==> config.mk <==
export PLATFORM = sky130hd
export DESIGN_NAME = fetch_unit_flat
export DESIGN_NICKNAME = d
export VERILOG_FILES = /design/src/rtl/fetch_unit_if.sv /design/src/rtl/fetch_unit.sv /design/src/flat_wrapper.sv
export SDC_FILE = /design/constraint.sdc
export NUM_CORES = 1
export LEC_CHECK = 0
export BUFFER_PORTS_ARGS = -buffer_cell sky130_fd_sc_hd__buf_2
export CELL_PAD_IN_SITES_DETAIL_PLACEMENT = 1
export CELL_PAD_IN_SITES_GLOBAL_PLACEMENT = 1
export CORE_AREA = 2 2 179 181
export DETAILED_ROUTE_END_ITERATION = 6
export DIE_AREA = 0 0 181 183
export GPL_ROUTABILITY_DRIVEN = 0
export GPL_TIMING_DRIVEN = 0
export HOLD_SLACK_MARGIN = 0.05
export PLACE_DENSITY = 0.93
export SLEW_MARGIN = 20
export SYNTH_ARGS = -nofsm -noshare
export SYNTH_HDL_FRONTEND = slang
export SYNTH_SLANG_ARGS = --single-unit
==> constraint.sdc <==
create_clock -name clk -period 17.92 [get_ports clk]
set_input_delay 2.688 -clock clk [delete_from_list [all_inputs] [get_ports clk]]
set_output_delay 2.688 -clock clk [all_outputs]
set_load 0.1 [all_outputs]
==> src/rtl/fetch_unit_if.sv <==
// Bundles the instruction-memory request channel and the core-facing instruction channel.
// The master modport is the fetch unit's view; the slave modport is the memory/core environment.
interface fetch_unit_if;
    logic        mem_req;
    logic [31:0] mem_addr;
    logic        mem_ack;
    logic [31:0] mem_rdata;
    logic        inst_valid;
    logic [31:0] inst;
    logic [31:0] inst_pc;
    logic        inst_ready;

    modport master (
        output mem_req, mem_addr, inst_valid, inst, inst_pc,
        input  mem_ack, mem_rdata, inst_ready
    );

    modport slave (
        input  mem_req, mem_addr, inst_valid, inst, inst_pc,
        output mem_ack, mem_rdata, inst_ready
    );
endinterface

==> src/rtl/fetch_unit.sv <==
// Instruction fetch stage: one outstanding word read at a time, returned words queued in order
// with their PCs, redirect flushes the queue and restarts fetch at the new PC.
module fetch_unit #(
    parameter int unsigned DEPTH    = 4,
    parameter logic [31:0] RESET_PC = 32'h0000_0000
) (
    input  logic               clk,
    input  logic               reset,
    fetch_unit_if.master       bus,
    input  logic               redirect,
    input  logic [31:0]        redirect_pc
);
    localparam int unsigned PW = $clog2(DEPTH);
    localparam int unsigned CW = PW + 1;

    typedef enum logic [1:0] {IDLE, REQ, DROP} state_t;

    state_t        state, state_next;
    logic [31:0]   fetch_pc, fetch_pc_next;
    logic [31:0]   addr, addr_next;
    logic [CW-1:0] count, count_next;
    logic [PW-1:0] rd_ptr, wr_ptr;
    logic [31:0]   pc_q   [DEPTH];
    logic [31:0]   inst_q [DEPTH];
    logic          push, pop, room;

    assign bus.mem_req    = (state == REQ) || (state == DROP);
    assign bus.mem_addr   = addr;
    assign bus.inst_valid = (count != '0);
    assign bus.inst       = inst_q[rd_ptr];
    assign bus.inst_pc    = pc_q[rd_ptr];

    assign push = (state == REQ) && bus.mem_ack && !redirect;
    assign pop  = bus.inst_valid && bus.inst_ready && !redirect;

    always_comb begin
        if (redirect)
            count_next = '0;
        else
            count_next = count + (push ? CW'(1) : '0) - (pop ? CW'(1) : '0);
    end

    assign room = (count_next < CW'(DEPTH));

    always_comb begin
        state_next    = state;
        fetch_pc_next = fetch_pc;
        addr_next     = addr;
        if (redirect)
            fetch_pc_next = redirect_pc & ~32'h3;
        unique case (state)
            IDLE: begin
                if (!redirect && room) begin
                    state_next = REQ;
                    addr_next  = fetch_pc;
                end
            end
            REQ: begin
                if (bus.mem_ack) begin
                    if (redirect) begin
                        state_next = IDLE;
                    end else begin
                        fetch_pc_next = addr + 32'd4;
                        if (room)
                            addr_next = addr + 32'd4;
                        else
                            state_next = IDLE;
                    end
                end else if (redirect) begin
                    // Request stays on the bus; its response must be swallowed.
                    state_next = DROP;
                end
            end
            DROP: begin
                if (bus.mem_ack)
                    state_next = IDLE;
            end
            default: state_next = IDLE;
        endcase
    end

    always_ff @(posedge clk or posedge reset) begin
        if (reset) begin
            state    <= IDLE;
            fetch_pc <= RESET_PC;
            addr     <= RESET_PC;
            count    <= '0;
            rd_ptr   <= '0;
            wr_ptr   <= '0;
            for (int unsigned i = 0; i < DEPTH; i++) begin
                pc_q[i]   <= '0;
                inst_q[i] <= '0;
            end
        end else begin
            state    <= state_next;
            fetch_pc <= fetch_pc_next;
            addr     <= addr_next;
            count    <= count_next;
            if (redirect) begin
                rd_ptr <= '0;
                wr_ptr <= '0;
            end else begin
                if (push) begin
                    pc_q[wr_ptr]   <= addr;
                    inst_q[wr_ptr] <= bus.mem_rdata;
                    wr_ptr         <= wr_ptr + PW'(1);
                end
                if (pop)
                    rd_ptr <= rd_ptr + PW'(1);
            end
        end
    end
endmodule

==> src/flat_wrapper.sv <==
// flat-port wrapper written by rule: the top's interface ports become plain ports
module fetch_unit_flat 
#(
    parameter int unsigned DEPTH    = 4,
    parameter logic [31:0] RESET_PC = 32'h0000_0000
)
  (clk, reset, redirect, redirect_pc, bus_mem_req, bus_mem_addr, bus_inst_valid, bus_inst, bus_inst_pc, bus_mem_ack, bus_mem_rdata, bus_inst_ready);
  fetch_unit_if bus_i ();
  input  logic clk;
  input  logic reset;
  input  logic redirect;
  input  logic [31:0] redirect_pc;
  output wire logic [$bits(bus_i.mem_req)-1:0] bus_mem_req;
  output wire logic [$bits(bus_i.mem_addr)-1:0] bus_mem_addr;
  output wire logic [$bits(bus_i.inst_valid)-1:0] bus_inst_valid;
  output wire logic [$bits(bus_i.inst)-1:0] bus_inst;
  output wire logic [$bits(bus_i.inst_pc)-1:0] bus_inst_pc;
  input wire logic [$bits(bus_i.mem_ack)-1:0] bus_mem_ack;
  input wire logic [$bits(bus_i.mem_rdata)-1:0] bus_mem_rdata;
  input wire logic [$bits(bus_i.inst_ready)-1:0] bus_inst_ready;
  assign bus_mem_req = bus_i.mem_req;
  assign bus_mem_addr = bus_i.mem_addr;
  assign bus_inst_valid = bus_i.inst_valid;
  assign bus_inst = bus_i.inst;
  assign bus_inst_pc = bus_i.inst_pc;
  assign bus_i.mem_ack = bus_mem_ack;
  assign bus_i.mem_rdata = bus_mem_rdata;
  assign bus_i.inst_ready = bus_inst_ready;
  fetch_unit #(.DEPTH(DEPTH), .RESET_PC(RESET_PC)) u_core (.clk(clk), .reset(reset), .bus(bus_i), .redirect(redirect), .redirect_pc(redirect_pc));
endmodule
-- After elaboration in Yosys (flattened, before gate mapping)
Cells that the tools add are included.
- bitwise logic cells: 3
- equal/unequal tests: 9
- muxes and demuxes: 33
- add/sub/neg operators: 5
- order comparisons: 4
- reduce and logical (&&, ||, !) cells: 16
- operator list (kind ; number):
    32-bit 2-to-1 mux ; 13
    128-bit bitwise mux ; 2
    32-bit binary-select mux with 2-bit select ; 2
    32-bit demux with 2-bit select ; 1
    32-bit one-hot mux with 2 select lines ; 1
    32-bit by 3-bit adder with 32-bit output (second input constant) ; 1
    2-bit 2-to-1 mux ; 10
    3-bit greater-or-equal comparator (second input constant) ; 2
    1-bit logical AND ; 6
    2-bit inequality test (second input constant) ; 3
    3-bit inequality test (second input constant) ; 2
    2-bit NOT with 3-bit output ; 2
    2-bit one-hot mux with 3 select lines ; 1
    2-bit nonzero test ; 3
    5-bit AND reduction ; 1
    2-bit by 1-bit adder with 2-bit output (second input constant) ; 2
    2-bit by 1-bit inequality test with 1-bit output (second input constant) ; 2
    4-bit AND reduction ; 1
    3-bit adder ; 1
    3-bit by 1-bit less-than comparator with 1-bit output (second input constant) ; 1
    3-bit less-than comparator (second input constant) ; 1
    3-bit 2-to-1 mux ; 1
    3-bit nonzero test ; 1
    3-bit subtractor ; 1
    other kinds (8) ; 9
- input port bits: 69
- output and inout port bits: 98
- register bits after elaboration: 329
- word-level logic and storage cells: 84

-- Logic depth before layout (Yosys ltp)
Gate-level depths: netlist (run 1).
- word-level depth: 12
- gate-level depth with buffers: 17
- depth with buffers taken out: 13

-- Least setup slack after synthesis (run 1)
OpenSTA, ideal clock, no wires.
- path kind: input -> register
- start point: input port redirect
- end point: register u_core.addr[12] (netlist: u_core.bus.mem_addr[12])
- buffers on the path: 5
- data arrival time: 5.604 ns
- stages on the path: 15
- setup slack: 12.190 ns
- cell sequence: clkbuf_1 > clkbuf_1 > clkbuf_1 > nor2_1 > ha_1 > inv_1 > ha_1 > inv_1 > fa_1 > xnor3_1 > nand2b_1 > a21oi_1 > clkbuf_1 > buf_2 > a21oi_1
- cells in the longest elaborated chain, start to end: 10
- RTL lines (element ; line ; source):
    from (decl) ; flat_wrapper.sv:11 ; input logic redirect;
    1-bit logical NOT ; fetch_unit.sv:33, fetch_unit.sv:34, fetch_unit.sv:53 ;
    1-bit logical AND ; fetch_unit.sv:33 ; assign push = (state == REQ) && bus.mem_ack && !redirect;
    1-bit 2-to-1 mux ; fetch_unit.sv:40 ; count_next = count + (push ? CW'(1) : '0) - (pop ? CW'(1) : '0);
    3-bit adder ; fetch_unit.sv:40 ;
    3-bit subtractor ; fetch_unit.sv:40 ;
    3-bit 2-to-1 mux ; fetch_unit.sv:37 ; if (redirect)
    3-bit less-than comparator ; fetch_unit.sv:43 ; assign room = (count_next < CW'(DEPTH));
    1-bit logical AND ; fetch_unit.sv:53 ; if (!redirect && room) begin
    2-bit by 1-bit inequality test with 1-bit output (no source line) ; - ;
    5-bit AND reduction (no source line) (*) ; - ;
    to (signal assigned) ; fetch_unit.sv:97 ; addr <= addr_next;
    to (decl) ; fetch_unit.sv:20 ; logic [31:0] addr, addr_next;
Mark *: on every way between the ends. The rest lies on a longest branch, timed or not.
A chain may end at the register's enable or synchronous reset.

-- Final worst setup path (run 1)
- start point: input port redirect
- end point: register u_core.addr[14] (netlist: u_core.bus.mem_addr[14])
Same word-level chain as after synthesis.

==> results of run 1 <==
final cells by class:
type | count | area share
repair buffers | 167 | 0.0495
clock inverters | 14 | 0.0150
multi-input cells | 724 | 0.369
flip-flops and latches | 329 | 0.451
inverters | 15 | 0.00350
plain buffers | 97 | 0.0254
clock buffers | 50 | 0.0591
well taps | 402 | 0.0276
kinds of logic after synthesis:
family	count (synthesis)	synth area share
xor+xnor	25	0.0150
fa+ha+maj	11	0.00938
flops	329	0.532
buf+inv	112	0.0336
compound gates	157	0.0625
simple gates	215	0.0717
mux	316	0.276
routing by layer:
metal  vias up  GRT usage  wire length, um
li1       4683          -                -
met3       114     0.0592             2920
met2       436      0.502            23500
met1      5775      0.343            18000
met4         2     0.0914             1360
met5         -          0               13
state kept, by name (all words and copies together) (netlist names):
| register | count |
|---|---|
| u_core.bus.mem_addr | 32 |
| u_core.count | 3 |
| u_core.fetch_pc | 32 |
| u_core.inst_q | 128 |
| u_core.pc_q | 128 |
| u_core.rd_ptr | 2 |
| u_core.state | 2 |
| u_core.wr_ptr | 2 |
through the flow:
stage	cells	util	hold WS, ns	area [um2]
floorplan	1165	-	0.445	15500
global placement	1731	0.538	0.456	16800
detailed placement	1734	0.541	0.477	16900
CTS	1798	0.584	0.490	18200
global route	1798	0.584	0.512	18200
finish	1798	0.584	0.490	18200
worst min-delay path by stage:
stage	start	to	cells past startpoint
after floorplan	u_core.pc_q[38]$_DFFE_PP0P_	u_core.pc_q[38]$_DFFE_PP0P_	2
after global placement	u_core.pc_q[104]$_DFFE_PP0P_	u_core.pc_q[104]$_DFFE_PP0P_	2
after detailed placement	u_core.pc_q[22]$_DFFE_PP0P_	u_core.pc_q[22]$_DFFE_PP0P_	2
after CTS	u_core.pc_q[22]$_DFFE_PP0P_	u_core.pc_q[22]$_DFFE_PP0P_	2
after global routing	u_core.pc_q[72]$_DFFE_PP0P_	u_core.pc_q[72]$_DFFE_PP0P_	2
final	u_core.pc_q[22]$_DFFE_PP0P_	u_core.pc_q[22]$_DFFE_PP0P_	2
synthesized netlist by cell type, types with 6 or more instances:
cell type and instances:
a21oi_1 44, a2bb2oi_1 19, and3_1 7, and4_1 7, buf_2 37, buf_4 10
clkbuf_1 43, dfrtp_1 329, ha_1 10, inv_1 13, mux2_2 242, mux2i_1 10
mux4_2 64, nand2_1 91, nand3_1 15, nand4_1 14, nor2_1 29, nor3_1 9
nor3b_1 12, nor4_1 6, o21ai_0 45, o22ai_1 18, o31ai_1 6, xnor2_1 12
xor2_1 12
critical path, delay by kind of cell:
family / cells / cell delay (ns)
buffers and inverters: 8 / 2.35
adder cells (fa/ha/maj): 3 / 0.78
AND/OR/NAND/NOR: 3 / 0.52
AO/OA/AOI/OAI: 2 / 0.50
XOR/XNOR: 1 / 0.28
==> impl_results.md, run 1 <==
* Antenna-violating nets left at 0
* Max-slew violations at 0
* Dominant synthesized flop cell: dfrtp_1
* Nets at 1,451
* Reg2reg end: u_core.bus.mem_addr[14]$_DFFE_PP0P_
* Final worst slack at about 11 ns
* Synth Instances at 1,165
* Slew headroom at 0.285
* H-tree Lvls at 2
* Worst Max-Slew Pin Slew at 1.06 ns
* Synthesized cell area at roughly 0.015 mm2
* Setup crit start: redirect
* Post-synth net total at around 1,200
* DRT iter0 DRCs at 764
* Clock sink count at about 330
* Die ar. at roughly 0.033 mm2
* Worst hold path type: reg -> reg
* Clk Latency, worst-skew pair at about 0.52 ns
* Die width at roughly 180 um
* Tmin final at ~6.7 ns
* Storage element area at ~0.008 mm2
* Final setup vio count at 0
* Avg WL per Cell at between 20 and 30 um
* Setup bufs post-CTS at 0
* CP Data Arrival Time at approximately 7.1 ns
* CP Class: in -> reg
* Clock tree buffer depth at 3
* Setup_tns at 0 ns
* DR pass1 iterations at 5
* Worst Setup EP: u_core.bus.mem_addr[14]$_DFFE_PP0P_
* Number of synthesized flops with an enable pin at 0
* N_diodes at 0
* Crit path launch type: input port
* Post_cts resized at 0
* Count of different cell masters after synthesis at 56
* Skew final at roughly 0.014 ns
* Post-CTS Hold Buffers at 0
* Synth warn at 0
* Synth top area share at 0.532
* Core Area at approximately 0.031 mm2
* Total CTS buffers at 37
* Hold Vio Cnt, Final at 0
* Vias at 11,000
* Starting Density at 0.495
* Register-to-Register Path Depth at 17
* Most frequent cells in the layout: dfrtp_1, mux2_2, buf_2, nand2_1, mux4_2
* Syn Area/Cell at approximately 13 um2
* CP max-delay cell: clkbuf_1
* TritonCTS clock tree: done
* Asr flop ratio synth at 1.00
* Total Routed Length at 45,800 um
* RR Startpoint: u_core.state[1]$_DFFE_PP0P_
* Most common cell after layout, fill and taps aside: dfrtp_1
* I/O pin count at around 170
* Crit-path max FO at 10
* FF-to-FF setup slack at roughly 14 ns
* Max incr delay on CP at around 0.54 ns
* Clock transition at the registers of the reported paths at 0.06 ns
* Pin count of the biggest net entering global routing at roughly 110
* DRC violations left at 0
* Synth area leader: dfrtp_1
* Post-route clock period utilization at 0.375
* Synth-to-Final Area Change at 17.9%
* MaxCap Viol Count at 0
* # fillers at 3,110
* First-pass GRT wire length at 71,800 um
* Layout cells sized above 1 at 0.426
* Clock root buffer: clkbuf_16
* Sequential area share after synthesis at 0.532
* Status: finished, final reports clean
* Area of the multi-input gates at between 0.006 and 0.007 mm2
* Avg Vias per Cell at 6.12
* CP required at about 18 ns
* RSZ-0062 raised after global routing: false
* Max Freq at 149 MHz
* Pre-CTS setup slack at between 10 and 15 ns
* Synth Register Bits at roughly 330
* # rows at 65
* Detailed Place HPWL at 30,700 um
* I/O Buffers at around 160
* CP Cell Sequence: buf_2 -> clkbuf_1 -> clkbuf_1 -> clkbuf_1 -> nor2_1 -> ha_1 -> inv_1 -> ha_1 -> inv_1 -> fa_1 -> xnor3_1 -> nor2b_1 -> clkbuf_1 -> nand2_2 -> clkbuf_1 -> a21oi_1 -> a2bb2oi_1
* Crit-path most repeated cell: clkbuf_1
* Overall Global Routing Usage at 0.281
* Die height at 183 um
* Setup crit end kind: flop
* Global route overflow at 0
* Vias in the first global route at roughly 12,000
* Synth area leaders: dfrtp_1, mux2_2, mux4_2, nand2_1, o21ai_0
* Initial antenna violation count at 1
Power of run 1 is not shown: default switching activity piles up to over one toggle a cycle in this logic, so the estimate is an artifact.
==> run 2, diff against run 1 <==
--- a/config.mk
+++ b/config.mk
@@ -8,13 +8,13 @@
 export BUFFER_PORTS_ARGS = -buffer_cell sky130_fd_sc_hd__buf_2
 export CELL_PAD_IN_SITES_DETAIL_PLACEMENT = 1
 export CELL_PAD_IN_SITES_GLOBAL_PLACEMENT = 1
-export CORE_AREA = 2 2 179 181
+export CORE_AREA = 2 2 181 183
 export DETAILED_ROUTE_END_ITERATION = 6
-export DIE_AREA = 0 0 181 183
+export DIE_AREA = 0 0 183 185
 export GPL_ROUTABILITY_DRIVEN = 0
 export GPL_TIMING_DRIVEN = 0
 export HOLD_SLACK_MARGIN = 0.05
-export PLACE_DENSITY = 0.93
+export PLACE_DENSITY = 0.91
 export SLEW_MARGIN = 20
 export SYNTH_ARGS = -nofsm -noshare
 export SYNTH_HDL_FRONTEND = slang
==> constraint.sdc (replaced) <==
create_clock -name clk -period 6.2 [get_ports clk]
set_input_delay 0.93 -clock clk [delete_from_list [all_inputs] [get_ports clk]]
set_output_delay 0.93 -clock clk [all_outputs]
set_load 0.1 [all_outputs]
==> impl_results.md, run 2 (same netlist as run 1, synthesis figures left out) <==
* Crit-path most repeated cell: clkbuf_1
* Crit path launch type: input port
* Clock transition at the registers of the reported paths at around 0.06 ns
* Clock sink count at about 330
* Overall Global Routing Usage at 0.277
* Final core occ at 0.572
* Pin count of the biggest net entering global routing at 37
* I/O Buffers at roughly 160
* Die width at roughly 180 um
* CP required at approximately 6.6 ns
* Setup crit end kind: flop
* Clk Latency, worst-skew pair at roughly 0.54 ns
* TritonCTS clock tree: done
* Synth-to-Final Area Change at 18.3%
* Antenna-violating nets left at 0
* Max incr delay on CP at 0.58 ns
* Avg WL per Cell at between 20 and 30 um
* Nets at 1,460
* Skew final at around 0.018 ns
* Total CTS buffers at 38
* Largest regs: u_core.inst_q (128), u_core.pc_q (128)
* Status: finished, final reports clean
* Core Area at about 0.032 mm2
* CP Data Arrival Time at roughly 5.5 ns
* Max-slew violations at 0
* Starting Density at 0.483
* Detailed Place HPWL at between 30,000 and 40,000 um
* Tmin final at around 5 ns
* Post_cts resized at 0
* Initial antenna violation count at 0
* Global route overflow at 0
* Hold Vio Cnt, Final at 0
* Reg2reg end: u_core.bus.mem_addr[12]$_DFFE_PP0P_
* CP Class: in -> reg
* RSZ-0062 raised after global routing: false
* Die height at around 190 um
* N_diodes at 0
* Vias in the first global route at ~12,000
* Crit-path max FO at 10
* Post-CTS Hold Buffers at 0
* MaxCap Viol Count at 0
* # rows at 66
* Most frequent cells in the layout: dfrtp_1, mux2_2, buf_2, nand2_1, mux4_2
* DRC violations left at 0
* Slew headroom at 0.304
* Clock root buffer: clkbuf_16
* Vias at 11,100
* Layout cells sized above 1 at 0.426
* Final setup vio count at 0
* RR Startpoint: u_core.state[1]$_DFFE_PP0P_
* CP Cell Sequence: buf_2 -> clkbuf_1 -> clkbuf_1 -> clkbuf_1 -> nor2_1 -> ha_1 -> inv_1 -> ha_1 -> inv_1 -> fa_1 -> xnor3_1 -> nand2b_1 -> a21oi_1 -> clkbuf_1 -> buf_2 -> a21oi_1
* H-tree Lvls at 2
* Register-to-Register Path Depth at 16
* Post-route clock period utilization at 0.828
* Avg Vias per Cell at about 6.1
* I/O pin count at around 170
* Max Freq at 195 MHz
* First-pass GRT wire length at 71,600 um
* Total Routed Length at between 40,000 and 50,000 um
* DR pass1 iterations at 5
* Most common cell after layout, fill and taps aside: dfrtp_1
* CP max-delay cell: clkbuf_1
* Die ar. at 0.0339 mm2
* DRT iter0 DRCs at 640
* Clock tree buffer depth at 3
* FF-to-FF setup slack at ~1.9 ns
* Worst Max-Slew Pin Slew at between 1 and 1.5 ns
* Setup bufs post-CTS at 0
* Worst hold path type: in -> async
run 2: worst max-delay path: cells and delay by family:
family	cells	cell delay [ns]
buf+inv	8	2.62
fa+ha+maj	3	0.79
compound gates	2	0.56
simple gates	2	0.32
xor+xnor	1	0.28
run 2: how the worst max path moves through the flow:
| stage | start | end | slack, ns | cells after the start |
|---|---|---|---|---|
| final | redirect | u_core.bus.mem_addr[12]$_DFFE_PP0P_ | 1.06 | 16 |
| after global routing | redirect | u_core.bus.mem_addr[12]$_DFFE_PP0P_ | 0.80 | 16 |
| after CTS | redirect | u_core.bus.mem_addr[12]$_DFFE_PP0P_ | 1.24 | 16 |
| after detailed placement | redirect | u_core.bus.mem_addr[12]$_DFFE_PP0P_ | 0.79 | 16 |
| after global placement | reset | u_core.pc_q[47]$_DFFE_PP0P_ | -0.89 | 2 |
| after floorplan | reset | u_core.bus.mem_addr[0]$_DFFE_PP0P_ | 0.88 | 1 |
run 2: area by class of cell:
cell class,instances,area (um2)
Inverter,15,60.1
Clock buffer,59,1150
Clock inverter,8,115
Fill cell,3216,13700
Timing Repair Buffer,175,1050
Multi-Input combinational cell,724,6730
Sequential cell,329,8230
Buffer,97,464
Tap cell,408,510
run 2: through the flow:
stage | instances | area [um2] | setup TNS (ns) | setup WS (ns) | hold WS [ns]
floorplan | 1165 | 15500 | 0 | 0.877 | 0.445
global placement | 1737 | 16800 | -282.89 | -0.892 | 0.457
detailed placement | 1748 | 17000 | 0 | 0.793 | 0.474
CTS | 1815 | 18300 | 0 | 1.24 | 0.383
global route | 1815 | 18300 | 0 | 0.800 | 0.402
finish | 1815 | 18300 | 0 | 1.06 | 0.395
run 2: metal layers:
metal	GRT usage	up-vias	wire, um
met3	0.0513	129	2620
met2	0.493	413	23700
li1	-	4704	-
met4	0.103	2	1520
met5	0.0119	-	51
met1	0.334	5862	18000
Power of run 2 is left out for the same reason.
